### config.mk
export PLATFORM = sky130hd
export DESIGN_NAME = lut_sub_i8_i8_i8
export DESIGN_NICKNAME = d
export VERILOG_FILES = /design/src/rtl/lut_sub_i8_i8_i8.sv
export SDC_FILE = /design/constraint.sdc
export NUM_CORES = 1
export LEC_CHECK = 0
export ABC_AREA = 1
export CAP_MARGIN = 25
export CORE_AREA = 8 8 45 47
export DETAILED_ROUTE_END_ITERATION = 7
export DIE_AREA = 0 0 53 55
export DONT_BUFFER_PORTS = 1
export PLACE_DENSITY = 0.5
export SYNTH_ARGS = -nofsm -noshare
export SYNTH_HDL_FRONTEND = slang
export SYNTH_SLANG_ARGS = --single-unit
export TNS_END_PERCENT = 100
### constraint.sdc
create_clock -name vclk -period 8.2
set_clock_uncertainty 0.2 [all_clocks]
set_input_delay 2.46 -clock vclk [all_inputs]
set_output_delay 2.46 -clock vclk [all_outputs]
set_load 0.02 [all_outputs]
### src/rtl/lut_sub_i8_i8_i8.sv
// 8-bit two's-complement subtractor y = a - b built from chained per-bit LUT cells.
// Optional output register enabled by defining LUT_SUB_REG_OUT_EN.

module lut_sub_i8_i8_i8_cell (
   input  logic i_a,
   input  logic i_b,
   input  logic i_c,
   output logic o_s,
   output logic o_c
);
   // Truth tables indexed by {a, b, c}.
   // The inversion of b is folded into the tables:
   //   sum   = a ^ ~b ^ c
   //   carry = maj(a, ~b, c)
   localparam logic [7:0] LUT_SUM   = 8'h69;
   localparam logic [7:0] LUT_CARRY = 8'hB2;

   logic [2:0] w_idx;

   assign w_idx = {i_a, i_b, i_c};
   assign o_s   = LUT_SUM[w_idx];
   assign o_c   = LUT_CARRY[w_idx];
endmodule

module lut_sub_i8_i8_i8 #(
   parameter int WIDTH = 8
) (
   input  logic             clock,
   input  logic             reset,
   input  logic [WIDTH-1:0] a,
   input  logic [WIDTH-1:0] b,
   output logic [WIDTH-1:0] y
);
   if (WIDTH != 8) begin : g_width_check
      $error("lut_sub_i8_i8_i8 supports only WIDTH == 8");
   end

   logic [WIDTH:0]   w_carry;
   logic [WIDTH-1:0] w_diff;
   logic             w_unused;

   // A carry-in of 1 completes the two's-complement negation of b.
   assign w_carry[0] = 1'b1;

   for (genvar gi = 0; gi < WIDTH; gi++) begin : g_cell
      lut_sub_i8_i8_i8_cell u_cell (
         .i_a (a[gi]),
         .i_b (b[gi]),
         .i_c (w_carry[gi]),
         .o_s (w_diff[gi]),
         .o_c (w_carry[gi+1])
      );
   end

`ifdef LUT_SUB_REG_OUT_EN
   logic [WIDTH-1:0] r_y;

   // NOTE: sequential state uses non-blocking assignments so every flop samples pre-edge values.
   always_ff @(posedge clock or negedge reset) begin
      if (!reset) begin
         r_y <= '0;
      end else begin
         r_y <= w_diff;
      end
   end

   assign y = r_y;
`else
   assign y = w_diff;
`endif

   // The final carry-out is deliberately not exported.
   // clock and reset are idle in the combinational build.
   assign w_unused = ^{clock, reset, w_carry[WIDTH]};
endmodule

## Yosys cells after proc, flatten, opt, wreduce, memory -nomap -nowiden

Memory sizes are Yosys's and may differ from the RTL's.
Cells that the tools add are included.
Widths: inputs -> output; s select.

- Magnitude comparators: 8
- Mux-type cells: 17

Operator list:

| kind | count |
|---|---|
| $lt 3x4->1 const B | 8 |
| $mux 1 | 15 |
| $bmux 1 s2 | 2 |

- Bits in registers: 0
- Memory bits (read-only): 104
- Word-level logic and storage cells: 38
- Memories kept: 13

Memories:

| memory | words | bits a word | rd ports | clocked after memory_dff | write ports | RTL line | RTL |
|---|---|---|---|---|---|---|---|
| (no name shown) | 8 | 1 | 1 | 0 | 0 | 21 | `assign o_s = LUT_SUM[w_idx];` |
| (no name shown) | 8 | 1 | 1 | 0 | 0 | 22 | `assign o_c = LUT_CARRY[w_idx];` |
| (no name shown) | 8 | 1 | 1 | 0 | 0 | 21 |  |
| (no name shown) | 8 | 1 | 1 | 0 | 0 | 22 |  |
| (no name shown) | 8 | 1 | 1 | 0 | 0 | 21 |  |
| (no name shown) | 8 | 1 | 1 | 0 | 0 | 22 |  |
| +7 memories | n/a | n/a | n/a | n/a | n/a | n/a |  |

## Longest topological paths before layout

Gate-level depths: netlist (run 1).

- Depth after elaboration: 16
- Depth in mapped cells: 24

## Hierarchy

Synthesis (run 1) repeated with hierarchy kept, for this count alone.

- Cells, all modules: 105
- Area, all modules: 534.3 um2

Modules (own cells, without submodules):

| module | instances | cells each | area each (um2) | sequential area each (um2) |
|---|---|---|---|---|
| lut_sub_i8_i8_i8_cell | 8 | 13 | 66.3 | 0.0 |
| lut_sub_i8_i8_i8 | 1 | 1 | 3.8 | 0.0 |

## Least setup slack after synthesis (run 1)

No wires, ideal clock.

- Path kind: in2out
- Start point: input a[0]
- End point: output y[7]
- Arrival: 4.952 ns
- Slack: 0.588 ns
- Stages: 21
- Buffers on the path: 1
- Path through: inv_1 -> ha_1 -> inv_1 -> ha_1 -> o21ai_0 -> inv_1 -> ha_1 -> o21ai_1 -> inv_1 -> ha_1 -> nand2_1 -> nand2_1 -> ha_1 -> or2_2 -> nand2_1 -> ha_1 -> o21ai_1 -> ha_1 -> o21ai_1 -> xnor2_1 -> buf_4

- Cells in the longest elaborated chain, start to end: 16

Ends and longest elaborated chain:

| element | RTL line | RTL |
|---|---|---|
| from (decl) | 30 | `input logic [WIDTH-1:0] a,` |
| $bmux 1 s2 | 22 |  |
| $mux 1 (implied by the code) | 22 |  |
| $mem_v2 8x1 | n/a |  |
| $mux 1 (implied by the code) | 22 |  |
| $mem_v2 8x1 | n/a |  |
| $mux 1 (implied by the code) | 22 |  |
| $mem_v2 8x1 | n/a |  |
| $mux 1 (implied by the code) | 22 |  |
| $mem_v2 8x1 | n/a |  |
| $mux 1 (implied by the code) | 22 |  |
| $mem_v2 8x1 | n/a |  |
| $mux 1 (implied by the code) | 22 |  |
| $mem_v2 8x1 | n/a |  |
| $mux 1 (implied by the code) | 22 |  |
| $mem_v2 8x1 | n/a |  |
| $mux 1 (implied by the code) | 21 |  |
| to (decl) | 32 | `output logic [WIDTH-1:0] y` |

Every way passes these cells. The select of a mux whose other input is x is not followed.

## Worst setup path after layout (run 1)

- Start point: input a[0]
- End point: output y[6]

- Cells in the longest elaborated chain, start to end: 14

Ends and longest elaborated chain:

| element | RTL line |
|---|---|
| $bmux 1 s2 | 22 |
| $mux 1 (implied by the code) | 22 |
| $mem_v2 8x1 | n/a |
| $mux 1 (implied by the code) | 22 |
| $mem_v2 8x1 | n/a |
| $mux 1 (implied by the code) | 22 |
| $mem_v2 8x1 | n/a |
| $mux 1 (implied by the code) | 22 |
| $mem_v2 8x1 | n/a |
| $mux 1 (implied by the code) | 22 |
| $mem_v2 8x1 | n/a |
| $mux 1 (implied by the code) | 22 |
| $mem_v2 8x1 | n/a |
| $mux 1 (implied by the code) | 21 |

Every way passes these cells. The select of a mux whose other input is x is not followed.

==> results of run 1 <==
[power by group through the flow]
stage | combinational (W) | sequential (W) | clock, W
after floorplan | 0.0000362 | 0 | 0
after global placement | 0.0000308 | 0 | 0
after detailed placement | 0.0000313 | 0 | 0
after CTS | 0.0000316 | 0 | 0
after global routing | 0.0000344 | 0 | 0
final | 0.0000308 | 0 | 0
[cell type report]
type                            instances  area share, %
Inverter                               16           13.0
Multi-Input combinational cell         48           81.0
Tap cell                               16           4.35
Timing Repair Buffer                    1           1.63
[metrics by stage]
stage	utilization (%)	std cells	worst slack, ns	power [W]	cell area [sq um]
6_report	33.3	81	0.322	0.0000308	460
5_1_grt	33.3	81	0.106	0.0000344	460
4_1_cts	33.3	81	0.292	0.0000316	460
3_5_place_dp	33.3	81	0.299	0.0000313	460
3_3_place_gp	33.3	81	0.298	0.0000308	460
2_1_floorplan	-	72	0.588	0.0000362	493
[routing by layer]
layer,routed length (um),vias up,GRT usage [%]
li1,-,195,-
met1,335,144,6.49
met2,394,14,9.96
met3,117,0,1.87
met4,0,0,0
met5,0,-,0
[logic make-up (layout without fill, tap and decap cells)]
logic type / count (synthesis) / count (layout) / synth area share, %
and+or+nand+nor: 20 / 20 / 18.3
xor gates and xnor gates: 7 / 7 / 12.4
buffers and inverters: 24 / 17 / 24.4
adders and majority gates: 14 / 14 / 35.5
AOI/OAI and AO/OA: 7 / 7 / 9.39
[critical path, stage by stage]
cell,delay (ns)
inv_1,0.06
ha_1,0.14
inv_1,0.05
ha_1,0.17
o21ai_0,0.16
inv_1,0.08
ha_1,0.18
o21ai_1,0.12
inv_1,0.07
ha_1,0.17
nand2_1,0.06
nand2_1,0.07
ha_1,0.17
or2_2,0.27
nand2_1,0.07
ha_1,0.14
o21ai_1,0.09
ha_1,0.29
xor2_1,0.40
[cells in the mapped netlist]
cell      number
a21oi_1        1
a21oi_4        1
buf_4          8
clkinv_1       1
ha_1          14
inv_1         15
nand2_1       14
nand2_2        1
nand3_1        1
nand3_2        1
nor2_1         1
o21ai_0        2
o21ai_1        3
or2_1          1
or2_2          1
xnor2_1        2
xor2_1         5
[final timing paths]
kind	startpoint	to	slack, ns
worst min-delay path	a[6]	y[6]	4.85
worst max-delay path	a[0]	y[6]	0.32
==> qor.csv, run 1 <==
stage;metric;value;unit
pwr;intPower;0.0000103;W
timing;setup_tns;0;ns
pwr;p_sw;0.0000205;W
drt;wire_per_inst;10.5;um
timing;hold_slack;4.85;ns
place;gp_congestion;0.726;
worst_setup_path;path_class;input pin to primary output;
final_layout;final-seq-area;0;sq um
grt;grt_pass1_wl;1340;um
hold_path;hold_depth;1;
worst_setup_path;crit_arrival;5.22;ns
final_layout;layout.nets;99;
timing;rsz0062_at_grt;false;
synth;synth_top_area_share;35.5;%
drt;drc;0;
final_layout;drive_above_1_share;7.69;%
pwr;power_leakage;0.272;nW
place;place_hpwl;790;um
drt;vias;353;
final_layout;diodes;0;
pwr;p_seq_share;0;%
grt;grt.total_usage;5.50;%
die;die_h;55;um
die;coreArea;1380;sq um
synth;avgSynthCellArea;6.85;sq um
pwr;powerDensity;66.8;nW/um^2
synth;ys_types;17;
worst_setup_path;cp.required;5.54;ns
pwr;clockPowerShare;0;%
synth;synth_area;493;sq um
synth;synth_top_area_cell;ha_1;
timing;setup_violations;0;
final_layout;final_cell_mix;15 x inv_1, 14 x nand2_1, 14 x ha_1, 5 x xor2_1, 3 x o21ai_1;
timing;tightest_slew;0.479;ns
grt;grt_max_degree;6;
final_layout;final_common_cell;inv_1;
pwr;max-vdd-ir-drop;0.0203;mV
synth;synth_warnings;0;
worst_setup_path;end_kind;primary output;
drt;routed_via_density;4.36;
hold_path;worstHoldPathType;input pin to primary output;
drt;wl;847;um
timing;period_share;96.1;%
clocking;cts_resized;0;
synth;netlist_instances;72;
timing;period_minus_slack;7.88;ns
drt;antenna_left;0;
synth;syn_nets;104;
die;initial_core_util;35.6;%
final_layout;clockBufferCount;0;
die;ios;26;
timing;maxSlewHeadroom;67.8;%
final_layout;nFillCells;158;
final_layout;n_sequential_cell;0;
die;row_count;14;
clocking;ctsHoldBuffers;0;
drt;drt_iter0_markers;4;
grt;first_global_vias;349;
die;die_w;53;um
clocking;cts_setup_buffers;0;
die;dieArea;2920;sq um
drt;dr.pass1.iters;4;
timing;final-hold-violation-count;0;
place;port_buffers;0;
outcome;status;finished clean;
final_layout;area_delta_synth_final;-6.60;%
worst_setup_path;path_max_fanout;2;
worst_setup_path;cp-start-kind;input pin;
grt;overflow;0;
final_layout;multiInputGateArea;373;sq um
pwr;comb_power_share;100.0;%
synth;synthTopCellsByArea;ha_1 36%, buf_4 12%, inv_1 11%;
synth;ys_seq_area_share;0;%
timing;slew_violations;0;
grt;antenna_found_initial;0;
timing;fmax;127;MHz
pwr;swShare;66.6;%
run;maxCapViolations;0;
(Power assumes the default switching activity.)
==> run 2, diff against run 1 <==
- ABC_AREA: 1 -> not set
- CORE_AREA: 8 8 45 47 -> 2 2 39 41
- DIE_AREA: 0 0 53 55 -> 0 0 41 43
- PLACE_DENSITY: 0.5 -> 0.49
==> run 2 against run 1 <==
Effect of this change: via count fell by 0.85%; largest cell class unchanged; synthesized cell count fell by 13%; sequential share of layout area did not move; flip-flop and latch count did not move; worst setup slack improved by 0.0022 ns; cell area fell by 0.27%; final cell count fell by 11%; critical endpoint is now y[7]; global-route usage rose by 2.8 points; highest routed layer unchanged; worst hold slack got worse by 0.0059 ns; routed wire length fell by 22%.
==> qor.csv, run 2 <==
stage;metric;value;unit;change
timing;tightest_slew;0.460;ns;-0.0191 ns
die;die_h;43;um;-22%
final_layout;nFillCells;156;;-1.3%
worst_setup_path;end_kind;primary output;;
place;gp_congestion;0.695;;-4.3%
timing;maxSlewHeadroom;68.5;%;+0.63 points
grt;overflow;0;;unchanged
final_layout;final-seq-area;0;sq um;unchanged
clocking;cts_setup_buffers;0;;unchanged
final_layout;drive_above_1_share;10.7;%;+3.0 points
place;port_buffers;0;;unchanged
synth;synth_warnings;0;;unchanged
synth;synth_most_common_cell;ha_1;;
clocking;ctsHoldBuffers;0;;unchanged
pwr;max-vdd-ir-drop;0.0243;mV;+20%
worst_setup_path;path_common_cell;ha_1;;
grt;grt.total_usage;8.29;%;+2.8 points
final_layout;n_sequential_cell;0;;unchanged
drt;drc;0;;unchanged
place;place_hpwl;642;um;-19%
synth;synth_top_area_share;36.4;%;+0.83 points
worst_setup_path;path_max_fanout;3;;+1
synth;avgSynthCellArea;7.65;sq um;+12%
synth;netlist_instances;63;;-13%
run;maxCapViolations;0;;unchanged
hold_path;worstHoldPathType;input pin to primary output;;
worst_setup_path;crit_arrival;5.22;ns;about the same
final_layout;final_cell_mix;14 x ha_1, 12 x inv_1, 5 x xor2_1, 3 x nand2_1;;
final_layout;area_delta_synth_final;-4.68;%;
worst_setup_path;cp_slowest_stage_delay;0.24;ns;-0.16 ns
final_layout;layout.nets;90;;-9.1%
worst_setup_path;cp_slowest_cell;or2_4;;
timing;rsz0062_at_grt;false;;
die;coreArea;1380;sq um;unchanged
die;dieArea;1760;sq um;-40%
place;place_area;449;sq um;-2.4%
drt;antenna_left;0;;unchanged
timing;setup_tns;0;ns;unchanged
die;row_count;14;;unchanged
worst_setup_path;crit_path_cell_trace;inv_1 -> ha_1 -> inv_1 -> ha_1 -> o21a_1 -> ha_1 -> or2_4 -> o211ai_1 -> a21oi_2 -> ha_1 -> o32ai_1 -> a21oi_1 -> ha_1 -> nor2_2 -> a21oi_2 -> inv_1 -> ha_1 -> inv_1 -> mux2i_1 -> xnor2_1 -> buf_4;;
drt;routed_via_density;4.86;;+12%
grt;first_global_vias;336;;-3.7%
die;ios;26;;unchanged
worst_setup_path;cp-start-kind;input pin;;
drt;dr.pass1.iters;1;;-3
outcome;status;finished clean;;
drt;vias;350;;-0.85%
synth;ys_seq_area_share;0;%;unchanged
die;die_w;41;um;-23%
timing;period_share;96.1;%;about the same
grt;grt_max_degree;6;;unchanged
timing;hold_slack;4.85;ns;-0.00589 ns
grt;antenna_found_initial;0;;unchanged
timing;period_minus_slack;7.88;ns;-0.00217 ns
timing;slew_violations;0;;unchanged
final_layout;final_common_cell;ha_1;;
drt;wire_per_inst;9.13;um;-13%
grt;grt_pass1_wl;1120;um;-17%
synth;syn_nets;95;;-8.7%
pwr;fin_total_pwr;0.0000320;W;+4.1%
timing;final-hold-violation-count;0;;unchanged
place;placed_cells;72;;-11%
worst_setup_path;cp.required;5.54;ns;about the same
synth;ys_types;18;;+1
drt;wl;657;um;-22%
worst_setup_path;path_class;input pin to primary output;;
timing;setup_violations;0;;unchanged
synth;synthTopCellsByArea;ha_1 36%, buf_4 12%, inv_1 9.4%;;
final_layout;diodes;0;;unchanged
synth;synth_top_area_cell;ha_1;;
synth;synthTopCellsByCount;14 x ha_1, 12 x inv_1, 8 x buf_4, 5 x xor2_1, 4 x a21oi_1;;
timing;fmax;127;MHz;about the same
final_layout;clockBufferCount;0;;unchanged
die;initial_core_util;34.8;%;-0.81 points
pwr;powerDensity;69.7;nW/um^2;+4.4%
final_layout;fin_area;459;sq um;-0.27%
synth;synth_area;482;sq um;-2.3%
final_layout;final_cells;72;;-11%
drt;drt_iter0_markers;0;;-4
pwr;power_leakage;0.248;nW;-9.0%
-- run 2: power breakdown --
group	switching, W	internal (W)	leakage [nW]
logic	0.0000204	0.0000116	0.248
registers	0	0	0
clock network	0	0	0
-- run 2: per-layer routing --
| metal | part of all wire, % | global-route usage, % | wire length [um] |
|---|---|---|---|
| met1 | 39 | 9.49 | 254 |
| met2 | 55 | 16.3 | 360 |
| met3 | 6.4 | 0.524 | 42 |
| met4 | 0 | 0 | 0 |
| met5 | 0 | 0 | 0 |
-- run 2: final timing paths --
| path | from | to | slack [ns] | depth (start not counted) |
|---|---|---|---|---|
| worst min-delay path | a[6] | y[6] | 4.85 | 1 |
| worst max-delay path | a[0] | y[7] | 0.32 | 21 |
-- run 2: cell type report --
class | instances | area [sq um] | share of cell area (%)
inverters | 12 | 45.0 | 9.81
multi-input cells | 43 | 387 | 84.2
well taps | 16 | 20.0 | 4.36
repair buffers | 1 | 7.51 | 1.63
-- run 2: stage by stage --
step,util [%],setup slack [ns]
after floorplan,-,0.530
after global placement,32.5,0.267
after detailed placement,32.5,0.238
after CTS,32.5,0.240
after global routing,33.2,0.0125
final,33.2,0.324
-- run 2: cells by family (layout without fill, tap and decap cells) --
kind of cell | after synthesis | in the layout | share of synthesized area, %
simple gates | 8 | 8 | 7.53
fa+ha+maj | 14 | 14 | 36.4
compound gates | 12 | 12 | 17.4
xor+xnor | 7 | 7 | 12.7
buf+inv | 20 | 13 | 21.8
mux | 2 | 2 | 4.16
-- run 2: worst max-delay path: cells and delay by family --
kind,cells,cell delay (ns)
buf+inv,5,0.34
mux,1,0.17
fa+ha+maj,6,1.00
compound gates,6,0.75
xor+xnor,1,0.14
simple gates,2,0.35
-- run 2: timing repair --
| action | 4_1_cts | 5_1_grt |
|---|---|---|
| resized for setup | 0 | 3 |
| endpoints found under the setup margin | 0 | 2 |
| hold endpoints to repair | 0 | 0 |
==> run 3, diff against run 2 <==
- ABC_AREA: not set -> 1
- PLACE_DENSITY: 0.49 -> 0.5
==> run 3 against run 2 <==
Effect of this change: flip-flop and latch count is the same; combinational power shrank 6%; worst setup slack gained 0.036 ns; die area is the same; fmax grew 0.46%; final cell count grew 13%; non-clock buffer count is the same; cell area grew 0.27%; global-route usage shrank 0.60 points; clock-buffer cell count is the same; core utilization grew 0.090 points; routed wire length shrank 3.0%; critical endpoint is now y[6]; largest cell class unchanged; largest power group unchanged.
==> qor.csv, run 3 (synthesized netlist as in run 1, its figures left out) <==
stage;metric;value;unit;change
timing;maxSlewHeadroom;66.8;%;-1.7 points
clocking;cts_resized;0;;unchanged
pwr;max-vdd-ir-drop;0.0184;mV;-24%
final_layout;fin_area;460;sq um;+0.27%
drt;drt_iter0_markers;4;;+4
worst_setup_path;cp_slowest_stage_delay;0.39;ns;+0.15 ns
pwr;p_seq_share;0;%;unchanged
place;placed_cells;81;;+13%
final_layout;layout.nets;99;;+10%
final_layout;final_cells;81;;+13%
timing;rsz0062_at_grt;false;;
worst_setup_path;path_class;input pin to primary output;;
grt;grt_pass1_wl;1030;um;-8.0%
final_layout;nFillCells;161;;+3.2%
place;port_buffers;0;;unchanged
timing;final-hold-violation-count;0;;unchanged
pwr;powerDensity;65.6;nW/um^2;-5.9%
worst_setup_path;cp-start-kind;input pin;;
final_layout;final_common_cell;inv_1;;
die;die_h;43;um;unchanged
die;die_w;41;um;unchanged
die;coreArea;1380;sq um;unchanged
final_layout;diodes;0;;unchanged
hold_path;hold_depth;1;;unchanged
worst_setup_path;cp.required;5.54;ns;about the same
die;ios;26;;unchanged
worst_setup_path;path_max_fanout;2;;-1
pwr;swShare;66.4;%;+2.7 points
drt;wire_per_inst;7.86;um;-14%
grt;first_global_vias;294;;-13%
timing;setup_tns;0;ns;unchanged
drt;routed_via_density;4.30;;-12%
grt;grt.total_usage;7.69;%;-0.60 points
worst_setup_path;cp_slowest_cell;xor2_1;;
grt;grt_max_degree;6;;unchanged
timing;hold_slack;4.85;ns;+0.00141 ns
hold_path;worstHoldEndpoint;y[6];;
place;place_hpwl;622;um;-3.2%
die;dieArea;1760;sq um;unchanged
worst_setup_path;path_common_cell;ha_1;;
worst_setup_path;critical_path_buf_inv_count;4;;-1
final_layout;area_delta_synth_final;-6.60;%;
clocking;cts_setup_buffers;0;;unchanged
drt;drc;0;;unchanged
die;row_count;14;;unchanged
pwr;clockPowerShare;0;%;unchanged
timing;tightest_slew;0.497;ns;+0.0372 ns
final_layout;final_cell_mix;15 x inv_1, 14 x nand2_1, 14 x ha_1, 5 x xor2_1, 3 x o21ai_1;;
worst_setup_path;crit_arrival;5.18;ns;-0.04 ns
hold_path;worstHoldPathType;input pin to primary output;;
hold_path;min_from;a[6];;
timing;fmax;128;MHz;+0.46%
place;place_area;460;sq um;+2.5%
outcome;status;finished clean;;
timing;period_share;95.6;%;-0.44 points
drt;wl;637;um;-3.0%
pwr;comb_power_share;100.0;%;about the same
worst_setup_path;crit_family;adder cells;;
final_layout;n_sequential_cell;0;;unchanged
worst_setup_path;crit_path_cell_trace;inv_1 -> ha_1 -> inv_1 -> ha_1 -> o21ai_0 -> inv_1 -> ha_1 -> o21ai_1 -> inv_1 -> ha_1 -> nand2_1 -> nand2_1 -> ha_1 -> or2_2 -> nand2_1 -> ha_1 -> o21ai_1 -> ha_1 -> xor2_1;;
run;maxCapViolations;0;;unchanged
worst_setup_path;end_kind;primary output;;
timing;setup_violations;0;;unchanged
drt;antenna_left;0;;unchanged
final_layout;drive_above_1_share;7.69;%;-3.0 points
final_layout;clockBufferCount;0;;unchanged
timing;period_minus_slack;7.84;ns;-0.0361 ns
final_layout;final-seq-area;0;sq um;unchanged
drt;dr.pass1.iters;3;;+2
timing;slew_violations;0;;unchanged
pwr;intPower;0.0000101;W;-13%
pwr;p_sw;0.0000201;W;-1.7%
grt;antenna_found_initial;0;;unchanged
pwr;power_leakage;0.272;nW;+9.9%
place;gp_congestion;0.563;;-19%
grt;overflow;0;;unchanged
drt;vias;348;;-0.57%
clocking;ctsHoldBuffers;0;;unchanged
final_layout;finish.utilization;33.3;%;+0.090 points
die;initial_core_util;35.6;%;+0.81 points
-- run 3: metal layers --
metal  vias to the layer above  part of all wire, %  GRT usage [%]
met1                       137                   42           9.49
met4                         0                    0              0
li1                        195                    -              -
met2                        16                   45           14.1
met5                         -                    0              0
met3                         0                   13           1.05
-- run 3: power by group through the flow --
| stage | clock [W] | sequential, W | combinational [W] |
|---|---|---|---|
| after global routing | 0 | 0 | 0.0000345 |
| after CTS | 0 | 0 | 0.0000309 |
| after detailed placement | 0 | 0 | 0.0000308 |
| final | 0 | 0 | 0.0000302 |
| after floorplan | 0 | 0 | 0.0000362 |
| after global placement | 0 | 0 | 0.0000304 |
-- run 3: area by class of cell --
cell class         instances  area [sq um]  area share [%]
multi-input cells         48           373            81.0
inverters                 16          60.1            13.0
repair buffers             1          7.51            1.63
well taps                 16          20.0            4.35
-- run 3: stage by stage --
step | total power (W) | setup WS (ns)
after floorplan | 0.0000362 | 0.588
after global placement | 0.0000304 | 0.317
after detailed placement | 0.0000308 | 0.335
after CTS | 0.0000309 | 0.316
after global routing | 0.0000345 | 0.108
final | 0.0000302 | 0.360
-- run 3: how the worst max path moves through the flow --
| stage | startpoint | end | depth (start not counted) |
|---|---|---|---|
| 2_1_floorplan | a[0] | y[7] | 21 |
| 3_3_place_gp | a[0] | y[6] | 19 |
| 3_5_place_dp | a[0] | y[6] | 19 |
| 4_1_cts | a[0] | y[6] | 19 |
| 5_1_grt | a[0] | y[6] | 19 |
| 6_report | a[0] | y[6] | 19 |
